[src/rtl/tx_arbiter.sv]
// tx_arbiter: shares one serial transmitter between two character sources,
// primes the transmitter flag after reset and holds load until acceptance.
module tx_arbiter #(
    parameter bit          FIXED_PRI    = 1'b0,
    parameter bit          LOCK_EN      = 1'b1,
    parameter logic [15:0] LOCK_TIMEOUT = 16'd65535
) (
    input  logic        clk100,
    input  logic        reset,
    input  logic        clear,
    input  logic        r0_valid,
    input  logic        r1_valid,
    input  logic [0:7]  r0_char,
    input  logic [0:7]  r1_char,
    input  logic        r0_last,
    input  logic        r1_last,
    output logic        r0_ready,
    output logic        r1_ready,
    output logic        r0_done,
    output logic        r1_done,
    output logic [0:11] tx_char,
    output logic        tx_load,
    output logic        tx_set_flag,
    input  logic        tx_flag,
    output logic        busy,
    output logic        owner,
    output logic        lock
);

    localparam logic [2:0] S_INIT  = 3'd0;
    localparam logic [2:0] S_PRIME = 3'd1;
    localparam logic [2:0] S_IDLE  = 3'd2;
    localparam logic [2:0] S_LOAD  = 3'd3;
    localparam logic [2:0] S_SEND  = 3'd4;

    logic [2:0]  state_q, state_d;
    logic [0:7]  hold_q, hold_d;
    logic        owner_q, owner_d;
    logic        lock_q, lock_d;
    logic        rr_q, rr_d;
    logic [15:0] lock_cnt_q, lock_cnt_d;
    logic        tx_load_q, tx_load_d;
    logic        tx_set_flag_q, tx_set_flag_d;
    logic        busy_q, busy_d;
    logic        r0_done_q, r0_done_d;
    logic        r1_done_q, r1_done_d;

    logic cand0, cand1, pick1, grant_en, owner_valid;

    // rr_q names the preferred requester; a done cycle blocks new grants.
    always_comb begin
        cand0       = r0_valid & (~lock_q | ~owner_q);
        cand1       = r1_valid & (~lock_q | owner_q);
        pick1       = cand1 & (~cand0 | (~FIXED_PRI & rr_q));
        grant_en    = (state_q == S_IDLE) & ~r0_done_q & ~r1_done_q;
        r0_ready    = grant_en & cand0 & ~pick1;
        r1_ready    = grant_en & pick1;
        owner_valid = owner_q ? r1_valid : r0_valid;
    end

    always_comb begin
        state_d    = state_q;
        hold_d     = hold_q;
        owner_d    = owner_q;
        lock_d     = lock_q;
        rr_d       = rr_q;
        lock_cnt_d = lock_cnt_q;
        r0_done_d  = 1'b0;
        r1_done_d  = 1'b0;
        case (state_q)
            S_INIT:  state_d = S_PRIME;
            S_PRIME: if (tx_flag) state_d = S_IDLE;
            S_IDLE: begin
                if (r1_ready) begin
                    hold_d     = r1_char;
                    owner_d    = 1'b1;
                    lock_d     = LOCK_EN & ~r1_last;
                    lock_cnt_d = 16'd0;
                    state_d    = S_LOAD;
                end else if (r0_ready) begin
                    hold_d     = r0_char;
                    owner_d    = 1'b0;
                    lock_d     = LOCK_EN & ~r0_last;
                    lock_cnt_d = 16'd0;
                    state_d    = S_LOAD;
                end else if (lock_q & ~owner_valid) begin
                    if (lock_cnt_q + 16'd1 == LOCK_TIMEOUT) begin
                        lock_d     = 1'b0;
                        lock_cnt_d = 16'd0;
                    end else begin
                        lock_cnt_d = lock_cnt_q + 16'd1;
                    end
                end
            end
            S_LOAD: if (~tx_flag) state_d = S_SEND;
            S_SEND: begin
                if (tx_flag) begin
                    r0_done_d = ~owner_q;
                    r1_done_d = owner_q;
                    rr_d      = ~owner_q;
                    state_d   = S_IDLE;
                end
            end
            default: state_d = S_INIT;
        endcase
        tx_load_d     = (state_d == S_LOAD);
        tx_set_flag_d = (state_q == S_INIT);
        busy_d        = (state_d != S_IDLE);
    end

    always_ff @(posedge clk100) begin
        if (reset | clear) begin
            state_q       <= S_INIT;
            hold_q        <= '0;
            owner_q       <= 1'b0;
            lock_q        <= 1'b0;
            rr_q          <= 1'b0;
            lock_cnt_q    <= 16'd0;
            tx_load_q     <= 1'b0;
            tx_set_flag_q <= 1'b0;
            busy_q        <= 1'b1;
            r0_done_q     <= 1'b0;
            r1_done_q     <= 1'b0;
        end else begin
            state_q       <= state_d;
            hold_q        <= hold_d;
            owner_q       <= owner_d;
            lock_q        <= lock_d;
            rr_q          <= rr_d;
            lock_cnt_q    <= lock_cnt_d;
            tx_load_q     <= tx_load_d;
            tx_set_flag_q <= tx_set_flag_d;
            busy_q        <= busy_d;
            r0_done_q     <= r0_done_d;
            r1_done_q     <= r1_done_d;
        end
    end

    assign tx_char     = {4'b0000, hold_q};
    assign tx_load     = tx_load_q;
    assign tx_set_flag = tx_set_flag_q;
    assign busy        = busy_q;
    assign owner       = owner_q;
    assign lock        = lock_q;
    assign r0_done     = r0_done_q;
    assign r1_done     = r1_done_q;

endmodule
[config.mk]
export PLATFORM = sky130hd
export DESIGN_NAME = tx_arbiter
export DESIGN_NICKNAME = d
export VERILOG_FILES = /design/src/rtl/tx_arbiter.sv
export SDC_FILE = /design/constraint.sdc
export NUM_CORES = 1
export LEC_CHECK = 0
export CAP_MARGIN = 20
export CORE_AREA = 3 3 75 77
export DETAILED_ROUTE_END_ITERATION = 7
export DIE_AREA = 0 0 78 80
export GPL_TIMING_DRIVEN = 0
export HOLD_SLACK_MARGIN = 0.05
export PLACE_DENSITY = 0.71
export RECOVER_POWER = 50
export SYNTH_ARGS = -nofsm -noshare
export SYNTH_HDL_FRONTEND = slang
export SYNTH_SLANG_ARGS = --single-unit
[constraint.sdc]
create_clock -name clk100 -period 3.2 [get_ports clk100]
set_clock_uncertainty 0.05 [all_clocks]
set_input_delay 0.32 -clock clk100 [delete_from_list [all_inputs] [get_ports clk100]]
set_output_delay 0.32 -clock clk100 [all_outputs]
set_load 0.03 [all_outputs]
# After elaboration in Yosys (flattened, before gate mapping)
# Cells that the tools add are included.
# word_totals
output_inout_bits,21
word_cells,71
regBits,35
# classes
mux,18
n_addsub,1
n_eq_ne,7
bitwise,24
n_reduce_logical,10
# ops
op,count
16-bit two-way mux,4
"16-bit by 1-bit adder with 16-bit output, second input constant",1
"16-bit equality test, second input constant",1
8-bit two-way mux,2
3-bit two-way mux,4
3-bit one-hot mux with 4 select lines,1
1-bit inverter,11
1-bit AND,9
"3-bit by 2-bit equality test with 1-bit output, second input constant",3
1-bit two-way mux,7
2-bit AND reduction,3
3-bit nonzero test,2
1-bit OR,4
"3-bit by 1-bit equality test with 1-bit output, second input constant",1
"3-bit equality test, second input constant",1
3-bit logical NOT,1
"3-bit by 2-bit inequality test with 1-bit output, second input constant",1
3-bit AND reduction,1
3-bit OR reduction,1
2-bit nonzero test,1
2-bit OR reduction,1

# Depth between registers and ports, before layout
# Gate-level depths: netlist of run 1.
# logic_depth
word_depth,12
depth_mapped,8
ltp_nobuf,7

# Worst setup path before layout of run 1
# Ideal clock, no wire load.
# synth_path
path_kind,reg2reg
start,register lock_cnt_q[3]
end,register lock_cnt_q[10]
path_stages_with_launch,9
setup_slack_ps,871
period_less_slack_ps,2329
setup_ps,137
arrival_time_ps,2142
n_path_buf,2
cell_sequence,dfxtp_1 > buf_2 > nand4_2 > or4_4 > nor4_2 > o22ai_4 > nor3_4 > buf_6 > o31ai_2
# synth_between
elab_chain_len,6
# synth_rtl
element,line,source
start: declaration,41,"logic [15:0] lock_cnt_q, lock_cnt_d;"
start signal: assignment,130,lock_cnt_q <= lock_cnt_d;
16-bit by 1-bit adder with 16-bit output *,"87, 91",
16-bit equality test,87,if (lock_cnt_q + 16'd1 == LOCK_TIMEOUT) begin
16-bit two-way mux *,87,
16-bit two-way mux *,86,end else if (lock_q & ~owner_valid) begin
16-bit two-way mux *,80,end else if (r0_ready) begin
16-bit two-way mux *,74,if (r1_ready) begin
# Mark *: on every way between the ends. The rest lies on a longest branch, timed or not. The select of a mux whose other input is x is not followed.
# A chain may end at the register's enable or synchronous reset.

# Final worst setup path of run 1
# layout_path
start,register state_q[1]
end,register lock_cnt_q[9]
# layout_between
elab_chain_len,7
word_cells_on_any_way,10
classes_between,eq/ne (1); mux (2); bitwise (5); reduce/logical (2)
# layout_rtl
element,line,source
start: declaration,36,"logic [2:0] state_q, state_d;"
start signal: assignment,125,state_q <= state_d;
3-bit by 2-bit equality test with 1-bit output *,"55, 70",
1-bit AND (2 in series),55,grant_en = (state_q == S_IDLE) & ~r0_done_q & ~r1_done_q;
1-bit AND (2 in series),56,r0_ready = grant_en & cand0 & ~pick1;
3-bit nonzero test (no source line) / 16-bit two-way mux (equally long branches),n/a,
2-bit AND reduction (no source line) / 16-bit two-way mux (equally long branches),n/a,
# Mark *: on every way between the ends. The rest lies on a longest branch, timed or not.

==> impl_metrics.json, run 1 <==
{
  "numCtsBuffers": 5,
  "finalWirelength_um": 5231,
  "power_density_nw_per_um2": 315.4,
  "grt_usage_pct": 17.85,
  "synth_edf_count": 0,
  "synth_compound_area_share_pct": 22.49,
  "whs_ns": 0.4442,
  "ir_worst_vdd_v": 0.0002613,
  "num_rows": 26,
  "p_leak_nw": 0.9030,
  "endpoint_kind": "register",
  "yosysMostFrequentCell": "nand2_1",
  "cts_tree": "yes",
  "core_sq_um": 5075,
  "first_pass_iters": 5,
  "ant_nets": 0,
  "cp_data_arrival_time_ns": 2.95,
  "grt_pass1_vias": 2033,
  "syn-cell-area_sq_um": 2097,
  "clockBufferDepth": 2,
  "worstSkewPairLatency_ns": 0.30,
  "synth_top_cell_area_share_pct": 33.41,
  "wl_per_cell_um": 13.38,
  "drive_gt1_share_pct": 10.90,
  "ys_top_cells_by_area": "dfxtp_1, nand2_1, o31ai_2",
  "numPortBuffers": 40,
  "cts.clk_slew.worst_paths_ns": 0.08,
  "cts_setup_buffers": 0,
  "viasPerCell": 5.258,
  "io_pins": 45,
  "die_area_sq_um": 6240,
  "yosysTopAreaCell": "dfxtp_1",
  "fin_setup_tns_ns": 0,
  "drt_iter0_markers": 130,
  "antennaDiodeCount": 0,
  "dr_total_vias": 2056,
  "synthAdderAreaFrac_pct": 1.193,
  "gp_congestion": 0.8252,
  "maxCapViolations": 0,
  "hold_viol": 0,
  "antenna_found_initial": 0,
  "critical_path.max_fanout": 10,
  "async_reset_ff_share_pct": 0,
  "synth_commonest_cells": "nand2_1, dfxtp_1, nor2_1, clkbuf_1",
  "synth_ff_type": "dfxtp_1",
  "startpoint_type": "register",
  "totalPowerFinal_uw": 845.7,
  "ys_ff_latch": 35,
  "hpwl_um": 3844,
  "synthXorXnorAreaFrac_pct": 1.671,
  "setup_viol": 0,
  "die_y_um": 80,
  "grt_pass1_wl_um": 9059,
  "cp_slowest_cell": "a2111oi_0",
  "root_buffer": "clkbuf_8",
  "die_w_um": 78,
  "grt_max_degree": 13,
  "synthCells": 270,
  "crit_chain": "or3b_1 > clkbuf_1 > a2111oi_0 > nand2b_1 > buf_1 > o31ai_2",
  "hp-class": "register to register",
  "ys_warn_count": 0,
  "area_growth_pct": 27.86,
  "cpPeakStageDelay_ns": 0.59,
  "status": "finished, final reports clean",
  "max_freq_ghz": 0.3514,
  "post-route-period-util_pct": 88.94,
  "worstSetupPathType": "register to register",
  "rsz0062_at_grt": "false",
  "hold_buffers": 0,
  "syn_area_per_cell_sq_um": 7.767,
  "synth_top_family_by_area": "simple AND/OR/NAND/NOR gates",
  "fin_cells": 391,
  "drc": 0,
  "synthSimpleGateAreaFrac_pct": 33.29,
  "htreeDepth": 2,
  "worstMarginPinSlew_ns": 0.7011,
  "dp_cells": 383,
  "max_slew_margin_pct": 53.26,
  "cts_resized": 0,
  "nNetsFinal": 346,
  "synthMuxAreaShare_pct": 1.492,
  "cts.sink_count": 35,
  "fin_util_pct": 52.84,
  "synth.distinct_cells": 55,
  "ys_seq_area_share_pct": 33.41,
  "final-max-slew-violation-count": 0,
  "finalCriticalPeriod_ns": 2.846,
  "crit_required_ns": 3.31,
  "grt_overflow": 0,
  "start_util_pct": 41.32
}
kinds of logic after synthesis:
| logic type | count (synthesis) |
|---|---|
| AND/OR/NAND/NOR | 138 |
| AO/OA/AOI/OAI | 59 |
| flip-flops | 35 |
| buffers and inverters | 28 |
| XOR/XNOR | 4 |
| multiplexers | 3 |
| adder cells (fa/ha/maj) | 2 |
| other | 1 |
critical path, delay by kind of cell (launching register included):
| kind | cells | cell delay, ns |
|---|---|---|
| buffers and inverters | 2 | 0.74 |
| AOI/OAI and AO/OA | 2 | 0.74 |
| and+or+nand+nor | 2 | 0.72 |
| DFF | 1 | 0.43 |
metrics by stage:
step / worst slack [ns] / area [sq um]
finish: 0.3540 / 2681
global route: 0.1317 / 2681
CTS: 0.3456 / 2685
detailed placement: 0.3831 / 2596
global placement: 0.4374 / 2596
floorplan: 0.8710 / 2108
layout make-up:
type	instances	area (sq um)
fill	525	2394
tap	70	87.58
clock buffer	5	68.82
buffer	23	110.1
clock inverter	3	20.02
multi-input combinational	210	1275
timing repair buffer	40	400.4
inverter	5	18.77
sequential	35	700.7
layer usage:
metal	GRT usage, %	vias up	part of all wire [%]
li1	-	1066	-
met1	20.33	920	45
met2	31.08	65	45
met3	7.562	5	9.2
met4	3.846	0	0.86
met5	0	-	0
report_power, final:
group / total, mW / internal [mW] / switching (mW) / leakage, nW
clock network: 0.328 / 0.151 / 0.176 / 0.0402
registers: 0.441 / 0.438 / 0.00261 / 0.282
logic: 0.0769 / 0.0388 / 0.0381 / 0.580
worst paths after layout:
| path | start | slack (ns) | to | depth (start not counted) |
|---|---|---|---|---|
| worst min-delay path | hold_q[7]$_SDFFE_PP0P_ | 0.44 | hold_q[7]$_SDFFE_PP0P_ | 2 |
| worst min register to register | hold_q[7]$_SDFFE_PP0P_ | 0.44 | hold_q[7]$_SDFFE_PP0P_ | 2 |
| worst max register to register | state_q[1]$_SDFF_PP0_ | 0.35 | lock_cnt_q[9]$_SDFFE_PP0P_ | 6 |
| worst max-delay path | state_q[1]$_SDFF_PP0_ | 0.35 | lock_cnt_q[9]$_SDFFE_PP0P_ | 6 |
placed cells by master, fill, tap and decap left out, drive strengths merged, types with 2 or more instances in the layout:
cell           count
nand3              9
a21oi             13
dlygate4sd3       16
clkdlybuf4s50     24
nor3              13
a311oi             8
o31ai             11
a21o               2
o22ai              5
ha                 2
buf                7
inv                4
dfxtp             35
conb               4
nand4b             2
or3                6
or2                4
clkinvlp           2
o31a               2
mux2i              2
nor2              29
nor2b              2
nand2b             5
a211oi             3
and3               5
clkbuf            21
xnor2              3
nand2             46
nand4              5
clkinv             2
nor4               6
o21ai              7
state kept, by name (all words and copies together) (netlist names):
signal       cells
state_q          3
hold_q           8
rr_q             1
tx_load          1
r1_done          1
lock             1
r0_done          1
busy             1
tx_set_flag      1
lock_cnt_q      16
owner            1
(Power assumes the default switching activity.)
==> run 2: changes to the inputs <==
- ABC_AREA: unset -> 1
- CORE_AREA: 3 3 75 77 -> 2 2 76 78
- PLACE_DENSITY: 0.71 -> 0.7
==> run 2 against run 1 <==
Net effect:
- final area grew 6.2%
- total power rose by 13%
- hold slack worse by 0.0026 ns
- utilization shrank 0.17 points
- register-to-register slack better by 0.80 ns
- synthesized cell count increased by 20%
- sequential power about the same
- critical path depth is 2 higher
- via count is 4.2% higher
- global-route usage decreased by 0.42 points
- count of clock-buffer cells in the layout grew 1
- first-iteration DRC count shrank 14%
- critical path type is now register to primary output
==> impl_metrics.json, run 2 <==
{
  "grt_pass1_wl_um": 8521,
  "synth_top_cell_area_share_pct": 31.51,
  "synth_ff_type": "dfxtp_1",
  "drt_iter0_markers": 112,
  "viasPerCell": 4.783,
  "drive_gt1_share_pct": 17.82,
  "cts.sink_count": 35,
  "dr_total_vias": 2143,
  "synthCells": 325,
  "placed_cell_area_sq_um": 2725,
  "ys_warn_count": 0,
  "synth_top_family_by_area": "simple AND/OR/NAND/NOR gates",
  "synth_edf_count": 0,
  "ys_top_cells_by_area": "dfxtp_1, nand2_1, inv_1",
  "synthSimpleGateAreaFrac_pct": 44.18,
  "synth_commonest_cells": "nand2_1, inv_1, dfxtp_1, nand3_1, nor2_1",
  "numPortBuffers": 40,
  "totalPowerFinal_uw": 955.1,
  "drc": 0,
  "root_buffer": "clkbuf_8",
  "cpPeakStageDelay_ns": 0.71,
  "ys_seq_area_share_pct": 31.51,
  "setup_viol": 0,
  "ir_worst_vdd_v": 0.0002509,
  "post-route-period-util_pct": 82.06,
  "top_register": "lock_cnt_q",
  "antenna_found_initial": 0,
  "first_pass_iters": 4,
  "hold_buffers": 0,
  "layout_commonest_cell": "nand2_1",
  "cp_data_arrival_time_ns": 2.26,
  "hp-class": "register to register",
  "power_density_nw_per_um2": 335.5,
  "hpwl_um": 3850,
  "synth.distinct_cells": 36,
  "synthXorXnorAreaFrac_pct": 0.3939,
  "yosysTopAreaCell": "dfxtp_1",
  "crit_chain": "inv_2 > nand2_1 > inv_1 > nor2_1 > nand2_2 > nor2_8 > buf_2 > clkdlybuf4s50_1",
  "syn_area_per_cell_sq_um": 6.841,
  "die_w_um": 78,
  "startpoint_type": "register",
  "endpoint_kind": "primary output",
  "nNetsFinal": 401,
  "fin_util_pct": 52.66,
  "final-max-slew-violation-count": 0,
  "synthAdderAreaFrac_pct": 1.125,
  "largest_registers": "lock_cnt_q: 16 flops, hold_q: 8 flops, state_q: 3 flops",
  "antennaDiodeCount": 0,
  "critical_path.max_fanout": 10,
  "hold_viol": 0,
  "numCtsBuffers": 5,
  "p_leak_nw": 1.213,
  "ant_nets": 0,
  "largest_register_ffs": 16,
  "synthMuxAreaShare_pct": 0.4502,
  "io_pins": 45,
  "yosysMostFrequentCell": "nand2_1",
  "rsz0062_at_grt": "false",
  "final_cell_mix": "nand2_1, inv_1, dfxtp_1",
  "grt_max_degree": 13,
  "grt_overflow": 0,
  "async_reset_ff_share_pct": 0,
  "ys_ff_latch": 35,
  "grt_pass1_vias": 1937,
  "die_area_sq_um": 6240,
  "cts.clk_slew.worst_paths_ns": 0.08,
  "cp_slowest_cell": "clkdlybuf4s50_1",
  "wl_per_cell_um": 11.47,
  "finalCriticalPeriod_ns": 2.626,
  "cts_tree": "yes",
  "cts_setup_buffers": 0,
  "die_y_um": 80,
  "htreeDepth": 2,
  "max_freq_ghz": 0.3808,
  "finalWirelength_um": 5138,
  "grt_usage_pct": 17.42,
  "syn-cell-area_sq_um": 2223,
  "max_slew_margin_pct": 58.08,
  "worstMarginPinSlew_ns": 0.6265,
  "maxCapViolations": 0,
  "area_growth_pct": 28.02,
  "cts_resized": 0,
  "crit_required_ns": 2.83,
  "clockBufferDepth": 2,
  "num_rows": 27,
  "status": "finished, final reports clean",
  "start_util_pct": 41.13,
  "core_sq_um": 5405,
  "worstSetupPathType": "register to primary output",
  "worstSkewPairLatency_ns": 0.30,
  "final_cell_area_sq_um": 2846,
  "synth_compound_area_share_pct": 11.71,
  "fin_setup_tns_ns": 0,
  "gp_congestion": 0.8151
}
## run 2: changes by cell type after synthesis, moves of 11 or more
cell | previous run | this run
clkbuf_1 | 14 | 1
inv_1 | 4 | 36
nand2_1 | 46 | 88
nand3_1 | 9 | 24
nor2_2 | 0 | 14
o21ai_0 | 6 | 17
## run 2: worst paths after layout
check / from / endpoint / slack, ns / cells past startpoint
worst max-delay path: owner$_SDFFE_PP0P_ / r1_ready / 0.57 / 8
worst min-delay path: rr_q$_SDFFE_PP0P_ / rr_q$_SDFFE_PP0P_ / 0.44 / 1
worst max register to register: lock_cnt_q[1]$_SDFFE_PP0P_ / lock_cnt_q[5]$_SDFFE_PP0P_ / 1.15 / 12
worst min register to register: rr_q$_SDFFE_PP0P_ / rr_q$_SDFFE_PP0P_ / 0.44 / 1
## run 2: cell type report
type                            instances  area (sq um)
Buffer                                 11         75.07
Clock buffer                            6         82.58
Clock inverter                          2         38.79
Fill cell                             577          2559
Inverter                               42         157.7
Multi-Input combinational cell        240          1301
Sequential cell                        35         700.7
Tap cell                               72         90.09
Timing Repair Buffer                   40         400.4
## run 2: metrics by stage
| stage | cells | hold WS (ns) | worst slack [ns] |
|---|---|---|---|
| final | 448 | 0.4416 | 0.5740 |
| after global routing | 448 | 0.4561 | 0.3990 |
| after CTS | 448 | 0.4436 | 0.5439 |
| after detailed placement | 440 | 0.4246 | 0.6299 |
| after global placement | 440 | 0.4220 | 0.6304 |
| after floorplan | 328 | 0.3615 | 1.392 |
## run 2: cell families after synthesis
group / Yosys count
AND/OR/NAND/NOR: 186
buffers and inverters: 53
other: 1
adder cells (fa/ha/maj): 2
AO/OA/AOI/OAI: 46
flip-flops: 35
multiplexers: 1
XOR/XNOR: 1
## run 2: critical path: cells and delay by family (launching register included)
kind                   cells  cell delay, ns
buffers and inverters      4            1.05
DFF                        1            0.47
and+or+nand+nor            4            0.42
## run 2: per-layer routing
metal | share of wire, % | vias up | wire length, um | track usage [%]
li1 | - | 1131 | - | -
met1 | 42 | 941 | 2178 | 19.54
met2 | 48 | 62 | 2446 | 31.38
met3 | 8.4 | 9 | 430 | 5.204
met4 | 1.6 | 0 | 82 | 5.965
met5 | 0 | - | 0 | 0
## run 2: where the power goes
part           switching [mW]  leakage, nW  internal (mW)
Clock                   0.180       0.0618          0.256
Sequential            0.00199        0.282          0.438
Combinational          0.0388        0.869         0.0395
Total                   0.221         1.21          0.734
==> run 3: changes to the inputs <==
- clock period: 3.2 -> 2.56 ns (I/O delays scaled with it)
==> run 3 against run 2 <==
Net effect:
- non-clock buffer count did not move
- first-iteration DRC count did not move
- via count did not move
- clock power rose by 25%
- wire length did not move
- count of clock-buffer cells in the layout did not move
- cell count did not move
- worst setup slack got worse by 0.41 ns
- global-route usage did not move
- critical path type unchanged
- largest power group unchanged
==> impl_metrics.json, run 3 (synthesis results as in run 2) <==
{
  "first_pass_iters": 4,
  "die_area_sq_um": 6240,
  "layout_commonest_cell": "nand2_1",
  "cts.sink_count": 35,
  "post-route-period-util_pct": 93.57,
  "crit_chain": "nor2_2 > inv_2 > nor2_8 > nand3_1 > inv_2 > nand2_1 > inv_1 > clkdlybuf4s50_1",
  "drc": 0,
  "worstMarginPinSlew_ns": 0.6264,
  "antenna_found_initial": 0,
  "numPortBuffers": 40,
  "die_w_um": 78,
  "grt_max_degree": 13,
  "hold_buffers": 0,
  "crit_family": "buffers and inverters",
  "maxCapViolations": 0,
  "largest_register_ffs": 16,
  "cts_tree": "yes",
  "max_freq_ghz": 0.4175,
  "critical_path.max_fanout": 5,
  "final-max-slew-violation-count": 0,
  "drt_iter0_markers": 112,
  "dr_total_vias": 2143,
  "antennaDiodeCount": 0,
  "cpPeakStageDelay_ns": 0.68,
  "num_rows": 27,
  "gp_congestion": 0.8151,
  "grt_overflow": 0,
  "area_growth_pct": 27.97,
  "hp-class": "register to register",
  "final_cell_mix": "nand2_1, inv_1, dfxtp_1",
  "top_register": "lock_cnt_q",
  "htreeDepth": 2,
  "hpwl_um": 3850,
  "drive_gt1_share_pct": 17.82,
  "grt_usage_pct": 17.42,
  "cp.buffers_inverters": 4,
  "cp_common_cell": "inv_2",
  "min-delay-start": "rr_q$_SDFFE_PP0P_",
  "die_y_um": 80,
  "status": "finished, final reports clean",
  "p_leak_nw": 1.218,
  "grt_pass1_wl_um": 8521,
  "viasPerCell": 4.783,
  "setup_viol": 0,
  "power_density_nw_per_um2": 419.6,
  "cts.clk_slew.worst_paths_ns": 0.08,
  "largest_registers": "lock_cnt_q: 16 flops, hold_q: 8 flops, state_q: 3 flops",
  "worstSkewPairLatency_ns": 0.30,
  "startpoint_type": "register",
  "worstRegToRegCells": 12,
  "r2r_slack_ns": 0.51,
  "finalCriticalPeriod_ns": 2.395,
  "cts_resized": 1,
  "timing.rr.start": "lock_cnt_q[1]$_SDFFE_PP0P_",
  "io_pins": 45,
  "root_buffer": "clkbuf_8",
  "crit_required_ns": 2.25,
  "endpoint_kind": "primary output",
  "fin_setup_tns_ns": 0,
  "start_util_pct": 41.13,
  "wl_per_cell_um": 11.47,
  "nNetsFinal": 401,
  "core_sq_um": 5405,
  "worstHoldPathCells": 1,
  "ant_nets": 0,
  "cp_data_arrival_time_ns": 2.09,
  "worstSetupPathType": "register to primary output",
  "hold_end": "rr_q$_SDFFE_PP0P_",
  "max_slew_margin_pct": 58.08,
  "finalWirelength_um": 5138,
  "ir_worst_vdd_v": 0.0003136,
  "numCtsBuffers": 5,
  "cp_slowest_cell": "clkdlybuf4s50_1",
  "clockBufferDepth": 2,
  "cts_setup_buffers": 0,
  "grt_pass1_vias": 1937,
  "hold_viol": 0,
  "regToRegEndpoint": "lock_cnt_q[5]$_SDFFE_PP0P_",
  "whs_ns": 0.4416,
  "rsz0062_at_grt": "false"
}
run 3: changes by cell type in the layout (fill, tap and decap cells not counted):
cell,previous run,this run
clkdlybuf4s50_1,24,23
dlygate4sd2_1,0,1
run 3: metrics by stage:
stage	total power, mW	setup slack (ns)	std cells	instance area [sq um]	utilization [%]
floorplan	0.6132	0.7517	328	2235	-
CTS	1.206	0.1349	448	2845	52.64
global route	1.238	0.03220	448	2845	52.64
finish	1.194	0.1645	448	2845	52.64
global placement	0.6614	0.1184	440	2725	50.42
detailed placement	0.6625	0.1179	440	2725	50.42
run 3: power breakdown:
part	internal, mW	total [mW]	switching, mW
clock network	0.320	0.546	0.226
registers	0.547	0.550	0.00248
logic	0.0493	0.0978	0.0485
run 3: final cells by class:
cell class                      count  area [sq um]
Inverter                           42         157.7
Sequential cell                    35         700.7
Clock buffer                        6         82.58
Clock inverter                      2         38.79
Tap cell                           72         90.09
Timing Repair Buffer               40         399.1
Multi-Input combinational cell    240          1301
Buffer                             11         75.07
Fill cell                         578          2560
run 3: how the worst max path moves through the flow:
| stage | start | to | slack [ns] | depth (start not counted) |
|---|---|---|---|---|
| after global routing | state_q[2]$_SDFF_PP0_ | r0_ready | 0.03 | 8 |
| after global placement | r1_valid | r1_ready | 0.12 | 7 |
| after CTS | state_q[2]$_SDFF_PP0_ | r0_ready | 0.13 | 8 |
| after detailed placement | r1_valid | r1_ready | 0.12 | 7 |
| after floorplan | owner$_SDFFE_PP0P_ | lock_cnt_q[14]$_SDFFE_PP0P_ | 0.75 | 12 |
| final | state_q[2]$_SDFF_PP0_ | r0_ready | 0.16 | 8 |
run 3: layer usage:
layer  up-vias  GRT usage [%]  part of all wire, %
li1       1131              -                    -
met2        62          31.38                   48
met3         9          5.204                  8.4
met4         0          5.965                  1.6
met5         -              0                    0
met1       941          19.54                   42
run 3: worst reg2reg max path, delay by kind of cell (launching register included):
| kind | cells | cell delay, ns |
|---|---|---|
| adders and majority gates | 1 | 0.24 |
| DFF | 1 | 0.42 |
| and+or+nand+nor | 11 | 1.23 |
